--- config.mk ---
export PLATFORM = sky130hd
export DESIGN_NAME = data_seq_check
export DESIGN_NICKNAME = d
export VERILOG_FILES = /design/src/rtl/data_seq_pkg.sv /design/src/rtl/sat_counter.sv /design/src/rtl/data_seq_check.sv
export SDC_FILE = /design/constraint.sdc
export NUM_CORES = 1
export LEC_CHECK = 0
export CAP_MARGIN = 20
export CORE_ASPECT_RATIO = 0.5
export CORE_MARGIN = 2
export CORE_UTILIZATION = 54
export DETAILED_ROUTE_END_ITERATION = 8
export HOLD_SLACK_MARGIN = 0.15
export PLACE_DENSITY = 0.82
export SLEW_MARGIN = 25
export SYNTH_ARGS = -nofsm -noshare
export SYNTH_HDL_FRONTEND = slang
export SYNTH_SLANG_ARGS = --single-unit
export TNS_END_PERCENT = 10
--- constraint.sdc ---
create_clock -name sys_clk -period 4.55 [get_ports sys_clk]
set_clock_uncertainty 0.2 [all_clocks]
set_input_delay 0.6825 -clock sys_clk [delete_from_list [all_inputs] [get_ports sys_clk]]
set_output_delay 0.6825 -clock sys_clk [all_outputs]
set_load 0.1 [all_outputs]
--- src/rtl/data_seq_pkg.sv ---
// rtl/data_seq_pkg.sv - state encoding shared by the sequence checker
package data_seq_pkg;

    localparam logic [1:0] ST_HUNT  = 2'd0;
    localparam logic [1:0] ST_CHECK = 2'd1;
    localparam logic [1:0] ST_GAP   = 2'd2;

endpackage

--- src/rtl/sat_counter.sv ---
// rtl/sat_counter.sv - event counter that holds at all-ones; clear beats increment
module sat_counter #(
    parameter int CNT_W = 16
) (
    input  logic             sys_clk,
    input  logic             sys_rst,
    input  logic             clr,
    input  logic             inc,
    output logic [CNT_W-1:0] q
);

    always_ff @(posedge sys_clk) begin
        if (sys_rst || clr) begin
            q <= '0;
        end else if (inc && (q != '1)) begin
            q <= q + 1'b1;
        end
    end

endmodule

--- src/rtl/data_seq_check.sv ---
// rtl/data_seq_check.sv - frame checker for the incrementing test-pattern generator
module data_seq_check
    import data_seq_pkg::*;
#(
    parameter int DATA_W      = 8,
    parameter int FIRST_VAL   = 1,
    parameter int SEQ_LEN     = 10,
    parameter int GAP_LEN     = 1,
    parameter int LOCK_FRAMES = 2,
    parameter int CNT_W       = 16
) (
    input  logic              sys_clk,
    input  logic              sys_rst,
    input  logic [DATA_W-1:0] data_in,
    input  logic              data_valid,
    input  logic              cnt_clr,
    output logic              locked,
    output logic              frame_done,
    output logic              err_pulse,
    output logic [DATA_W-1:0] err_data,
    output logic [CNT_W-1:0]  frame_cnt,
    output logic [CNT_W-1:0]  err_cnt
);

    localparam int IDX_W  = $clog2(SEQ_LEN);
    localparam int GCNT_W = (GAP_LEN > 1) ? $clog2(GAP_LEN) : 1;
    localparam int RUN_W  = $clog2(LOCK_FRAMES + 1);

    logic [1:0]        state;
    logic [IDX_W-1:0]  idx;
    logic [GCNT_W-1:0] gcnt;
    logic [RUN_W-1:0]  good_run;

    logic [DATA_W-1:0] exp_val;
    logic              is_first;
    logic              match;
    logic              last;
    logic              in_check;
    logic              good_frame;
    logic              bad_sample;
    logic [RUN_W-1:0]  run_next;

    // Expected value wraps modulo 2^DATA_W by construction of the addition width.
    assign exp_val    = DATA_W'(FIRST_VAL) + DATA_W'(idx);
    assign is_first   = (data_in == DATA_W'(FIRST_VAL));
    assign match      = (data_in == exp_val);
    assign last       = (idx == IDX_W'(SEQ_LEN - 1));
    assign in_check   = data_valid && (state == ST_CHECK);
    assign good_frame = in_check && match && last;
    assign bad_sample = in_check && !match;
    assign run_next   = (good_run == RUN_W'(LOCK_FRAMES)) ? good_run : good_run + 1'b1;

    always_ff @(posedge sys_clk) begin
        if (sys_rst) begin
            state      <= ST_HUNT;
            idx        <= '0;
            gcnt       <= '0;
            good_run   <= '0;
            locked     <= 1'b0;
            frame_done <= 1'b0;
            err_pulse  <= 1'b0;
            err_data   <= '0;
        end else begin
            frame_done <= good_frame;
            err_pulse  <= bad_sample;
            if (data_valid) begin
                case (state)
                    ST_HUNT: begin
                        if (is_first) begin
                            state <= ST_CHECK;
                            idx   <= IDX_W'(1);
                        end
                    end
                    ST_CHECK: begin
                        if (match) begin
                            if (last) begin
                                good_run <= run_next;
                                locked   <= (run_next == RUN_W'(LOCK_FRAMES));
                                idx      <= '0;
                                gcnt     <= '0;
                                if (GAP_LEN != 0) begin
                                    state <= ST_GAP;
                                end
                            end else begin
                                idx <= idx + 1'b1;
                            end
                        end else begin
                            err_data <= data_in;
                            good_run <= '0;
                            locked   <= 1'b0;
                            // A mismatching FIRST_VAL is taken as the start of a new frame.
                            if (is_first) begin
                                idx <= IDX_W'(1);
                            end else begin
                                state <= ST_HUNT;
                                idx   <= '0;
                            end
                        end
                    end
                    ST_GAP: begin
                        if (gcnt == GCNT_W'(GAP_LEN - 1)) begin
                            state <= ST_CHECK;
                            idx   <= '0;
                            gcnt  <= '0;
                        end else begin
                            gcnt <= gcnt + 1'b1;
                        end
                    end
                    default: begin
                        state <= ST_HUNT;
                        idx   <= '0;
                    end
                endcase
            end
        end
    end

    sat_counter #(.CNT_W(CNT_W)) u_frame_cnt (
        .sys_clk (sys_clk),
        .sys_rst (sys_rst),
        .clr     (cnt_clr),
        .inc     (good_frame),
        .q       (frame_cnt)
    );

    sat_counter #(.CNT_W(CNT_W)) u_err_cnt (
        .sys_clk (sys_clk),
        .sys_rst (sys_rst),
        .clr     (cnt_clr),
        .inc     (bad_sample),
        .q       (err_cnt)
    );

endmodule

# Yosys cells after proc, flatten, opt, wreduce, memory -nomap -nowiden
# Index checks and enable logic that the tools add are counted.
# W data, S select, Z words.
dict set report totals {
  memories 0
  in_bits 12
  ff_bits 52
  mem_bits_ro 0
  word_cells 69
  ram_bits 0
  latchBits 0
  output_inout_bits 43
}
dict set report op_classes {
  add_sub_neg 6
  n_eq_ne 16
  n_mul 0
  mux 21
  n_div 0
  n_lt_le_gt_ge 0
  n_reduce_logical 15
  n_shift 0
  bitwise_logic 1
}
# cell count
set op_table {}
lappend op_table {{$add A16 B1 Y16 const B} 2}
lappend op_table {{$ne A16 B16 Y1 const B} 2}
lappend op_table {{$mux W2} 8}
lappend op_table {{$mux W4} 4}
lappend op_table {{$pmux W4 S3} 1}
lappend op_table {{$reduce_and A3 Y1} 3}
lappend op_table {{$eq A8 B1 Y1 const B} 1}
lappend op_table {{$eq A8 B5 Y1} 1}
lappend op_table {{$ne A2 B2 Y1 const B} 4}
lappend op_table {{$eq A2 B2 Y1 const B} 3}
lappend op_table {{$logic_and A1 B1 Y1} 6}
lappend op_table {{$mux W1} 6}
lappend op_table {{$ne A3 B3 Y1 const B} 2}
lappend op_table {{$pmux W2 S3} 1}
lappend op_table {{$add A1 B4 Y5 const A} 1}
lappend op_table {{$reduce_and A5 Y1} 1}
lappend op_table {{$add A4 B1 Y4 const B} 1}
lappend op_table {{$eq A4 B4 Y1 const B} 1}
lappend op_table {{$reduce_and A4 Y1} 1}
lappend op_table {{$add A2 B1 Y2 const B} 1}
lappend op_table {{$eq A2 B1 Y1 const B} 1}
lappend op_table {{$logic_not A2 Y1} 1}
lappend op_table {{$ne A2 B1 Y1 const B} 1}
lappend op_table {{$pmux W1 S2} 1}
lappend op_table {{other kinds (5)} 5}

# Depth between registers and ports, before layout
dict set report depth {
  depth_word 5
  ltp_mapped 9
  depth_no_buf 8
}

# By module
# A second synthesis with hierarchy kept.
dict set report unflattened {
  hier_cells 312
  area_unflattened_um2 2746.4
}
# mod instances area_per_inst_um2 seq_area_each_um2 cells_per_inst
set modules_own_cells {}
lappend modules_own_cells {data_seq_check 1 1037.2 360.3 119}
lappend modules_own_cells {{sat_counter at u_frame_cnt} 1 862.1 320.3 98}
lappend modules_own_cells {{sat_counter at u_err_cnt} 1 847.1 320.3 95}

# Worst setup path before layout
# Ideal clock, no wire load.
dict set report synth_timing {
  kind {reg2reg}
  from {reg u_err_cnt.q[0]}
  to {reg u_err_cnt.q[6]}
  stages_incl_launch_ff 7
  path_buffers 0
  path_slack_ns 1.719
  setup_time_ns 0.116
  synth_period_minus_slack_ns 2.831
  t_arrival_ns 2.515
  required_time_ns 4.234
  cell_sequence {dfxtp_1 > ha_1 > and3_1 > nand3_1 > a211oi_1 > a211oi_1 > a31o_2}
}
dict set report synth_between {
  elab_chain_cells 2
  elab_cells_between_ends 3
  classes_between {add/sub (1); eq/ne (1); reduce/logical (1)}
}
# item line_no
set synth_rtl {}
lappend synth_rtl {{from (decl)} sat_counter.sv:9} ;# output logic [CNT_W-1:0] q
lappend synth_rtl {{from (signal assigned)} sat_counter.sv:16} ;# q <= q + 1'b1;
lappend synth_rtl {{branches (longest 2 deep; another with $add A16 B1 Y16)} --}
# Parallel ways; which one is timed is not known.
# A chain may end at the register's enable or synchronous reset.

# Worst setup path in the final report
dict set report layout_timing {
  from {in data_in[5]}
  to {reg u_frame_cnt.q[14]}
}
dict set report layout_between {
  elab_chain_cells 4
}
# item line_no
set layout_rtl {}
lappend layout_rtl {{from (decl)} data_seq_check.sv:14} ;# input logic [DATA_W-1:0] data_in,
lappend layout_rtl {{$eq A8 B5 Y1} data_seq_check.sv:46} ;# assign match = (data_in == exp_val);
lappend layout_rtl {{$logic_and A1 B1 Y1 (2 in a row)} data_seq_check.sv:49} ;# assign good_frame = in_check && match && last;
lappend layout_rtl {{$logic_and A1 B1 Y1} sat_counter.sv:15} ;# end else if (inc && (q != '1)) begin
lappend layout_rtl {{to (signal assigned)} sat_counter.sv:16}
lappend layout_rtl {{to (decl)} sat_counter.sv:9}
# Every way passes these cells.

==> impl_metrics.toml <==
[grt]
grt.total_usage_pct = 25.7
use_met1_pct = 32.6
grt_max_degree = 24
antenna_found_initial = 0
overflow = 0
grt.busiest_layer = "met2"
grt_first_pass_wirelength_um = 10600
grt_pass1_vias = 2300
met2_usage_pct = 43.2
use_met3_pct = 5.33

[pwr]
seqPwrFrac_pct = 50.9
finalPower_uw = 859
pwr-share-comb_pct = 4.2
leakage_nw = 1.08
p_sw_share_pct = 20.1
p_int_uw = 687
clockPowerShare_pct = 44.9
peakVddDrop_mv = 0.146
p_sw_uw = 173
p_per_area_nw_per_um2 = 260

[sta]
grt_setup_unrepaired = "false"
clock.fmax_mhz = 326
slew_violations = 0
fin_crit_ns = 3.07
worst_slack_ns = 1.48
worst_slew_pin_slew_ns = 1.00
relSlewSlack_pct = 33.1
finalHoldViolations = 0
fin_crit_sh_pct = 67.5
setup_viol = 0
tns_ns = 0

[floorplanning]
die_h_um = 52.7
start_util_pct = 57.2
row_count = 17
io-pin-count = 55
die_area_um2 = 5350
core_area_um2 = 4490
fp.dieW_um = 101

[critical_path]
slowest_delay_ns = 0.61
worstPathCellList = "clkdlybuf4s50_1, or3_4, nor3_4, buf_4, inv_2, or4_4, or3_1, a21oi_1"
start_kind = "input port"
critical_path_class = "in2reg"
cp.required_ns = 4.59
cp-end-kind = "flip-flop"
r2r_cells = 7
cp_data_arrival_time_ns = 3.11
crit_fanout = 14
slowest_stage = "or4_4"

[logic_synthesis]
async_reset_ff_share_pct = 0
ys.flop_type = "dfxtp_1"
synth-seq-area-share_pct = 39.0
yosysWarnings = 0
synthesis.area_um2 = 2570
yosys_register_bits = 50
syn_avg_cell_area_um2 = 8.28
synth.distinct_cells = 45
syn-num-nets = 327
synth-edff-count = 0
syn_inst = 310

[drt]
drt_iter0_drc = 163
drt-pass1-iter-count = 5
wl_per_cell_um = 15.3
ant_nets = 0
drc = 0
vias_per_cell = 5.90
vias = 2520
drt_wl_total_um = 6550

[cts]
cts_buffers = 5
cts_setup_buffers = 0
cts_hold_buf = 0
cts_root_buf = "clkbuf_8"
h-tree-depth = 2
cts_sinks = 50
cts_resized = 0
cts.clk_slew.worst_paths_ns = 0.09
tritoncts = "done"
cts.path.max_buffers = 2
clk_latency_ns = 0.31

[outcome]
status = "complete, no violations"

[run]
cap_violations = 0

[cells_and_area]
layout_commonest_cell = "clkdlybuf4s50_1"
diodes = 0
mostFrequentLayoutCells = "clkdlybuf4s50_1, dfxtp_1, nor2_1"
final_cells = 427
fin_nets = 377
ff_latch_area_um2 = 1000
multi_input_area_um2 = 1470
nFillCells = 358
final_layout_size_suffix_gt1_share_pct = 5.54
area_delta_synth_final_pct = 28.6

[place]
gp_congestion = 0.983
place_inst = 419
hpwl_um = 4770
io_buffers = 54
place_ws_ns = 1.15

[worst_hold_path]
hold_depth = 2
hold_class = "reg2reg"
## stage by stage
stage	util (%)	area [µm²]	hold WS [ns]
2_1_floorplan	-	2570	0.250
3_3_place_gp	70.3	3160	0.259
3_5_place_dp	70.3	3160	0.286
4_1_cts	73.5	3300	0.302
5_1_grt	73.5	3300	0.339
6_report	73.5	3300	0.301
## routing by layer
metal	wire (µm)	part of all wire [%]
met1	2920	45
met2	3090	47
met3	424	6.5
met4	120	1.8
met5	0	0
## path summary, 6_finish.rpt
kind               startpoint           endpoint  slack [ns]
hold / removal    good_run[1]        good_run[1]        0.30
setup reg to reg       idx[0]     u_err_cnt.q[6]        1.72
hold reg to reg   good_run[1]        good_run[1]        0.30
setup / recovery   data_in[5]  u_frame_cnt.q[14]        1.48
## state kept, by name, indices dropped and copies added, names as in the netlist
signal	cells
state	2
u_frame_cnt.q	16
err_pulse	1
frame_done	1
good_run	2
u_err_cnt.q	16
idx	4
err_data	8
## power by group through the flow
stage | Combinational [mW] | Sequential [mW] | Clock, mW
after global routing | 0.0391 | 0.437 | 0.408
after detailed placement | 0.0357 | 0.448 | 0
after CTS | 0.0358 | 0.437 | 0.393
after global placement | 0.0344 | 0.448 | 0
final | 0.0363 | 0.437 | 0.386
after floorplan | 0.0172 | 0.448 | 0
## worst max-delay path: cells and delay by family
family,cells,cell delay [ns]
AO/OA/AOI/OAI,1,0.14
buffers and inverters,3,0.70
AND/OR/NAND/NOR,4,1.57
## area by class of cell
type / count / area share, %
tap: 66 / 2.50
clock inverter: 2 / 1.82
clock buffer: 6 / 2.50
multi-input combinational: 237 / 44.6
sequential: 50 / 30.3
inverter: 8 / 0.910
timing repair buffer: 58 / 17.3
## cell usage after synthesis (6+ instances only)
cell | n | share of area, %
a21oi_1 | 22 | 4.3
clkbuf_1 | 10 | 1.5
dfxtp_1 | 50 | 39
inv_1 | 7 | 1.0
mux2i_1 | 10 | 3.9
nand2_1 | 21 | 3.1
nand3_1 | 23 | 4.5
nand4_1 | 9 | 2.2
nor2_1 | 33 | 4.8
nor3_1 | 8 | 1.6
o21ai_0 | 13 | 2.5
o31ai_1 | 7 | 2.0
or3_1 | 15 | 3.7
xnor2_1 | 6 | 2.0
xor2_1 | 9 | 3.1
## cells by family after synthesis
group                    Yosys count  synth area share (%)
adder cells (fa/ha/maj)            5                  2.44
flip-flops                        50                  39.0
XOR/XNOR                          15                  5.12
AND/OR/NAND/NOR                  144                  30.4
AO/OA/AOI/OAI                     63                  15.5
buffers and inverters             23                  3.61
multiplexers                      10                  3.90
No activity file was read; power rests on OpenSTA's default activity.
